==> src/rtl/fifo_pkg.sv <==
// Shared async-FIFO helpers: depth derivation and Gray/binary conversion.
// Used by both the write-side and read-side pointer controllers.
package fifo_pkg;

  // Conversion functions work on a fixed wide vector. A narrower pointer
  // converts correctly when zero-extended in and size-cast back out,
  // because leading zeros do not change either transform.
  localparam int GW = 32;

  function automatic int depth_of(input int addrsize);
    return 1 << addrsize;
  endfunction

  function automatic logic [GW-1:0] bin2gray(input logic [GW-1:0] b);
    return b ^ (b >> 1);
  endfunction

  // Each binary bit is the XOR of all Gray bits at or above it.
  function automatic logic [GW-1:0] gray2bin(input logic [GW-1:0] g);
    logic [GW-1:0] b;
    b[GW-1] = g[GW-1];
    for (int i = GW-2; i >= 0; i--) b[i] = b[i+1] ^ g[i];
    return b;
  endfunction

endpackage

==> src/rtl/sync_2ff.sv <==
// Two-flop synchroniser for a Gray-coded bus crossing into clk.
// Nothing may sit between the two stages.
module sync_2ff #(
  parameter int WIDTH = 1
) (
  input  logic             clk,
  input  logic             rst,
  input  logic [WIDTH-1:0] d,
  output logic [WIDTH-1:0] q
);

  logic [WIDTH-1:0] meta;

  // Back-to-back capture; first stage may go metastable, second resolves it.
  always_ff @(posedge clk or posedge rst) begin
    if (rst) begin
      meta <= '0;
      q    <= '0;
    end else begin
      meta <= d;
      q    <= meta;
    end
  end

endmodule

==> src/rtl/wptr_full_ctrl.sv <==
// Write-domain pointer, full/almost-full, fill-count and overflow control
// for the async FIFO. Drives the RAM write port and exports the Gray
// write pointer to the read domain.
module wptr_full_ctrl
  import fifo_pkg::*;
#(
  parameter int ADDRSIZE     = 4,
  parameter int AFULL_THRESH = 12
) (
  input  logic                wclk,
  input  logic                wrst,
  input  logic                winc,
  input  logic [ADDRSIZE:0]   rptr_gray,
  output logic                wen,
  output logic [ADDRSIZE-1:0] waddr,
  output logic [ADDRSIZE:0]   wptr_gray,
  output logic                wfull,
  output logic                walmost_full,
  output logic [ADDRSIZE:0]   wcount,
  output logic                woverflow
);

  localparam int              PW       = ADDRSIZE + 1;
  localparam int              DEPTH    = depth_of(ADDRSIZE);
  // Threshold is clamped to DEPTH so an out-of-range setting still means
  // "almost full only when full" instead of silently wrapping.
  localparam logic [ADDRSIZE:0] AF_LVL =
    PW'((AFULL_THRESH > DEPTH) ? DEPTH : AFULL_THRESH);

  logic [ADDRSIZE:0] wbin;
  logic [ADDRSIZE:0] wbin_next;
  logic [ADDRSIZE:0] wgray_next;
  logic [ADDRSIZE:0] rq2_rptr;
  logic [ADDRSIZE:0] rbin_sync;
  logic [ADDRSIZE:0] cnt_next;
  logic              full_next;
  logic              afull_next;

  sync_2ff #(.WIDTH(PW)) u_sync_r2w (
    .clk (wclk),
    .rst (wrst),
    .d   (rptr_gray),
    .q   (rq2_rptr)
  );

  // Gating with wrst keeps the RAM quiet during the async reset window.
  assign wen   = winc & ~wfull & ~wrst;
  assign waddr = wbin[ADDRSIZE-1:0];

  // Next-pointer and status terms; all compare against the synced read
  // pointer, which only lags, so full/count err on the safe side.
  always_comb begin
    wbin_next  = wbin + {{ADDRSIZE{1'b0}}, wen};
    wgray_next = PW'(bin2gray(GW'(wbin_next)));
    rbin_sync  = PW'(gray2bin(GW'(rq2_rptr)));
    cnt_next   = wbin_next - rbin_sync;
    // Full when the write pointer is one lap ahead: top two Gray bits
    // inverted, the rest equal.
    full_next  = (wgray_next ==
                  {~rq2_rptr[ADDRSIZE:ADDRSIZE-1], rq2_rptr[ADDRSIZE-2:0]});
    afull_next = (cnt_next >= AF_LVL);
  end

  // Pointer and status registers, all updated from the next-state terms.
  always_ff @(posedge wclk or posedge wrst) begin
    if (wrst) begin
      wbin         <= '0;
      wptr_gray    <= '0;
      wfull        <= 1'b0;
      walmost_full <= 1'b0;
      wcount       <= '0;
    end else begin
      wbin         <= wbin_next;
      wptr_gray    <= wgray_next;
      wfull        <= full_next;
      walmost_full <= afull_next;
      wcount       <= cnt_next;
    end
  end

  // Sticky overflow: any request seen while full; cleared only by reset.
  always_ff @(posedge wclk or posedge wrst) begin
    if (wrst)               woverflow <= 1'b0;
    else if (winc && wfull) woverflow <= 1'b1;
  end

endmodule
==> config.mk <==
export PLATFORM = sky130hd
export DESIGN_NAME = wptr_full_ctrl
export DESIGN_NICKNAME = d
export VERILOG_FILES = /design/src/rtl/fifo_pkg.sv /design/src/rtl/sync_2ff.sv /design/src/rtl/wptr_full_ctrl.sv
export SDC_FILE = /design/constraint.sdc
export NUM_CORES = 1
export LEC_CHECK = 0
export ABC_AREA = 1
export BUFFER_PORTS_ARGS = -buffer_cell sky130_fd_sc_hd__buf_2
export CAP_MARGIN = 20
export CORE_MARGIN = 8
export CORE_UTILIZATION = 47
export CTS_CLUSTER_SIZE = 16
export DETAILED_ROUTE_END_ITERATION = 6
export PLACE_DENSITY_LB_ADDON = 0.05
export SETUP_SLACK_MARGIN = 0.2
export SYNTH_ARGS = -nofsm -noshare
export SYNTH_HDL_FRONTEND = slang
export SYNTH_SLANG_ARGS = --single-unit
==> constraint.sdc <==
create_clock -name wclk -period 3 [get_ports wclk]
set_clock_uncertainty 0.2 [all_clocks]
set_input_delay 0.45 -clock wclk [delete_from_list [all_inputs] [get_ports wclk]]
set_output_delay 0.45 -clock wclk [all_outputs]
set_load 0.01 [all_outputs]
* Word-level counts from Yosys, hierarchy flattened *
Cells that the tools add are included.

storage, ports and cells
  memory bits (read-only) = 0
  register bits = 28
  bits in latches = 0
  bits of input ports = 8
  memories kept = 0
  logic and storage cells = 23
  RAM bits = 0
  output and inout port bits = 18

cells by class
  multipliers = 0
  equal/unequal tests = 1
  reduce and logical (&&, ||, !) cells = 1
  shifts and indexed selects = 0
  bitwise operators = 10
  add/subtract/negate cells = 2
  div/mod/pow operators = 0
  magnitude comparators = 1
  mux-type cells = 0

operators by type and width
  kind                                                               number
  adder 5 x 1 -> 5 bit                                               1
  == test 5 bit                                                      1
  greater-or-equal comparator 5 x 4 -> 1 bit, second input constant  1
  subtractor 5 bit                                                   1
  XOR 5 x 4 -> 5 bit                                                 1
  XOR 1 bit                                                          4
  bitwise AND 1 bit                                                  2
  NOT 1 bit                                                          2
  NOT 2 bit                                                          1
  logical AND 1 bit                                                  1

* Logic depth before layout (Yosys ltp) *
  word-level depth = 6
  mapped depth = 15
  gate-level depth less buffers = 15

* By module *
A second synthesis with hierarchy kept.

second synthesis, totals
  cells, all modules = 130
  area total of the unflattened synthesis = 1229.9 um2

by module, submodules not included
  module          cells each  instances  area each (um2)  sequential area each (um2)
  wptr_full_ctrl  119         1          975.9            425.4
  sync_2ff        11          1          254.0            250.2

* Least setup slack after synthesis *
Ideal clock, no wire load.

  path kind = input to register
  start point = in wrst
  end point = reg walmost_full
  data arrival time = 2.922 ns
  stages = 14
  path buffers = 0
  library setup time = 0.124 ns
  data required time = 2.676 ns
  path slack = -0.247 ns
  cell sequence = inv_1 > nand2_1 > nor2_1 > ha_1 > ha_1 > nand2_1 > nand2_1 > inv_1 > ha_1 > nand2_1 > nor2_1 > a211oi_1 > or2_1 > nand3_1

between the ends
  cells in the longest elaborated chain, start to end = 5

RTL lines
  item                                        RTL line              text
  start, declared                             wptr_full_ctrl.sv:11  input logic wrst,
  NOT 1 bit                                   wptr_full_ctrl.sv:47  assign wen = winc & ~wfull & ~wrst;
  bitwise AND 1 bit                           wptr_full_ctrl.sv:47
  named net wen                               wptr_full_ctrl.sv:14  output logic wen,
  adder 5 x 1 -> 5 bit                        wptr_full_ctrl.sv:53  wbin_next = wbin + {{ADDRSIZE{1'b0}}, wen};
  named net wbin_next[2]                      wptr_full_ctrl.sv:31  logic [ADDRSIZE:0] wbin_next;
  subtractor 5 bit                            wptr_full_ctrl.sv:56  cnt_next = wbin_next - rbin_sync;
  greater-or-equal comparator 5 x 4 -> 1 bit  wptr_full_ctrl.sv:61  afull_next = (cnt_next >= AF_LVL);
  named net afull_next                        wptr_full_ctrl.sv:37  logic afull_next;
  end signal, assigned                        wptr_full_ctrl.sv:76  walmost_full <= afull_next;
  end, declared                               wptr_full_ctrl.sv:18  output logic walmost_full,

The timed path passes the listed nets, and every way through them passes these cells.
A chain may end at the register's enable or synchronous reset.

* Final worst setup path *
  start point = reg u_sync_r2w.q[4]
  end point = reg walmost_full

between the ends
  cells in the longest elaborated chain, start to end = 6

RTL lines
  item                                            RTL line              text
  start, declared                                 sync_2ff.sv:9         output logic [WIDTH-1:0] q
  start signal, assigned                          sync_2ff.sv:21        q <= meta;
  XOR 1 bit (4 in a row)                          fifo_pkg.sv:22        for (int i = GW-2; i >= 0; i--) b[i] = b[i+1] ^ g[i];
  subtractor 5 bit (*)                            wptr_full_ctrl.sv:56
  greater-or-equal comparator 5 x 4 -> 1 bit (*)  wptr_full_ctrl.sv:61
  named net afull_next                            wptr_full_ctrl.sv:37

The timed path passes the listed nets; every way through them passes the cells marked *.

==> key figures <==
Clock network
  • Clock Path Buffers: 2
  • Post-CTS sizing: 0
  • Total CTS buffers: 3
  • CTS Root Buffer Type: clkbuf_4
  • CTS tree: done
  • Clock tree sinks: 27
  • H-tree Lvls: 1
  • Worst-skew pair later-pin latency: 0.31 ns
  • Post-CTS setup buffer count: 0
  • # hold bufs at CTS: 0
  • Clock transition at path regs: 0.14 ns

STA
  • Slew headroom: 0.782
  • Max-slew violations: 0
  • Post-route setup TNS: 0 ns
  • Period minus WS final: 2.54 ns
  • Slew @ Worst Pin: 0.327 ns
  • Period utilisation layout: 0.845
  • RSZ-0062 raised after global routing: no
  • Hold Violations, Final: 0
  • Final Setup Violations: 0
  • Fmax achieved: 394 MHz
  • Worst setup margin: 0.464 ns

Yosys
  • Adder-cell share of the synthesized area: 0.0878
  • Simple-gate share of the synthesized area: 0.229
  • Synthesized area: 1230 um^2
  • Leading area contributor after synthesis: dfrtp_1
  • Synth area leaders: dfrtp_1 55%, nand2_1 13%, ha_1 7.1%
  • Unique masters post-synth: 18
  • Synth top area share: 0.551
  • #FFs+latches synth: 27
  • Post-Syn Area per Cell: 9.51 um^2
  • Yosys Warn Count: 0
  • Largest family of logic cells by synthesized area: simple AND/OR/NAND/NOR gates
  • Mapped Cells: 129
  • Synth Area in Compound Gates: 0.0204
  • Post-synthesis xor/xnor area fraction: 0.0480
  • Sequential-to-total area share from yosys stat: 0.551
  • Syn_nets: 145
  • Post-synthesis mux area share: 0

Cells and area
  • # diodes: 0
  • Area growth syn-to-layout: 23.0%
  • Final net count: 179
  • # fillers: 238
  • Non-filler cells, final: 192
  • Leading cell type in the layout, fill and taps excluded: nand2_1
  • Fraction of layout cells with a size suffix above 1: 0.272
  • Cell area after layout: 1510 um^2
  • Most frequent cells in the layout: 39 x nand2_1, 27 x dfrtp_1, 25 x buf_2

GRT
  • GRT Overall Usage: 0.109
  • Initial antenna violation count: 0
  • Global-route wire length before repair: 3810 um
  • Number of global-route vias before repair: 917
  • Grt ovf: 0
  • Largest net degree at the start of global routing: 28

Run
  • MaxCap Viol Count: 0

Worst hold path
  • Worst Hold Class: in2async

Pwr
  • Power density over the cells: 980 nW/um^2
  • Lkg Pwr: 0.802 nW
  • Pwr Total: 1.48 mW
  • VDD IR max: 0.536 mV

Route
  • WL final: 2260 um
  • M1 WL: 988 um
  • DR top layer: met4
  • DR WL met2: 1130 um
  • Via count: 934
  • DR vias/cell: 4.86
  • Post-DRT Antenna Nets: 0
  • DRC: 0
  • Drt pass-1 iters: 4
  • Wire per inst: 11.8 um
  • Number of DRC markers in iteration 0: 19
  • Wire length on met3: 124 um

Die
  • Die Wd: 67.1 um
  • Core Area: 2480 um^2
  • Num ports: 26
  • Row count: 18
  • DIE HEIGHT: 67.1 um
  • Die Area: 4500 um^2
  • Starting Density: 0.495

Placement
  • Placed Cells: 185
  • GP Congestion: 0.854
  • Dpl hpwl: 1780 um
  • Area post-placement: 1450 um^2
  • Dpl ws: 0.378 ns
  • Port buffer count: 25

Setup path
  • Critical-path cell list: xnor2_2, nand2_1, nand3_1, nand3_1, nand2_1, inv_1, ha_1, fa_2, nor2_1, a211oi_1, or2_1, nand3_1
  • Crit path largest cell delay: 0.45 ns
  • CP Data Arrival Time: 2.60 ns
  • Slowest CP cell: dfrtp_1
  • Endpoint type of the worst setup path: flop
  • CP max FO: 4
  • Worst Path Required: 3.07 ns
  • Type of origin of the critical path: flop
  • Crit path kind: reg2reg
  • Most common cell type on the critical path: nand3_1

Run status
  • Outcome: completed
final cells by class:
cell class	count	area, um^2	share of cell area
clock buffers	4	26.3	0.0174
well taps	30	37.5	0.0249
repair buffers	30	170	0.113
flip-flops and latches	27	676	0.448
inverters	18	73.8	0.0490
multi-input cells	83	524	0.348
metrics by stage:
stage,utilization,hold WS (ns)
global route,0.609,0.00804
finish,0.609,0.00257
global placement,0.586,0.134
floorplan,-,0.131
CTS,0.596,0.0115
detailed placement,0.586,0.135
sequential cells by signal, summed over array words and instances, names as in the netlist:
| name | count |
|---|---|
| u_sync_r2w.meta | 5 |
| wptr_gray | 4 |
| wbin | 5 |
| wfull | 1 |
| u_sync_r2w.q | 5 |
| walmost_full | 1 |
| woverflow | 1 |
| wcount | 5 |
worst paths after layout:
path	start	endpoint	slack [ns]	cells after the start
min reg2reg	u_sync_r2w.meta[3]	u_sync_r2w.q[3]	0.16	0
min	wrst	u_sync_r2w.meta[2]	0.003	3
min in group wclk	rptr_gray[3]	u_sync_r2w.meta[3]	0.03	1
max reg2reg	u_sync_r2w.q[4]	walmost_full	0.46	12
max in group asynchronous	wrst	wptr_gray[1]	2.35	3
max	u_sync_r2w.q[4]	walmost_full	0.46	12
per-layer routing:
layer	global-route usage	up-vias
li1	-	471
met5	0	-
met2	0.194	17
met3	0.0302	2
met1	0.119	444
met4	0.0392	0
where the power goes:
| group | switching (mW) | leakage, nW | internal (mW) |
|---|---|---|---|
| clock | 0.0999 | 0.0150 | 0.0520 |
| combinational | 0.446 | 0.468 | 0.318 |
| sequential | 0.0737 | 0.319 | 0.488 |
critical path, delay by kind of cell, from the launching register on:
kind	cells	cell delay [ns]
flip-flops	1	0.45
XOR/XNOR	1	0.31
buffers and inverters	1	0.04
AO/OA/AOI/OAI	1	0.06
adder cells (fa/ha/maj)	2	0.59
AND/OR/NAND/NOR	7	0.83
synth_stat cells:
cell      number
nand2_1       42
dfrtp_1       27
inv_1         18
nand3_1       14
ha_1           7
nand4_1        4
nor2_1         4
or2_1          2
xor2_1         2
a211oi_1       1
a21o_1         1
a21oi_1        1
buf_6          1
fa_1           1
o21ai_0        1
xnor2_1        1
xnor2_2        1
xor2_2         1
cell families (layout without fill, tap and decap cells):
logic type / after synthesis / in the layout
AO/OA/AOI/OAI: 4 / 4
flip-flops: 27 / 27
AND/OR/NAND/NOR: 66 / 66
buffers and inverters: 19 / 52
adder cells (fa/ha/maj): 8 / 8
XOR/XNOR: 5 / 5
Power figures use the tool's default switching activity.
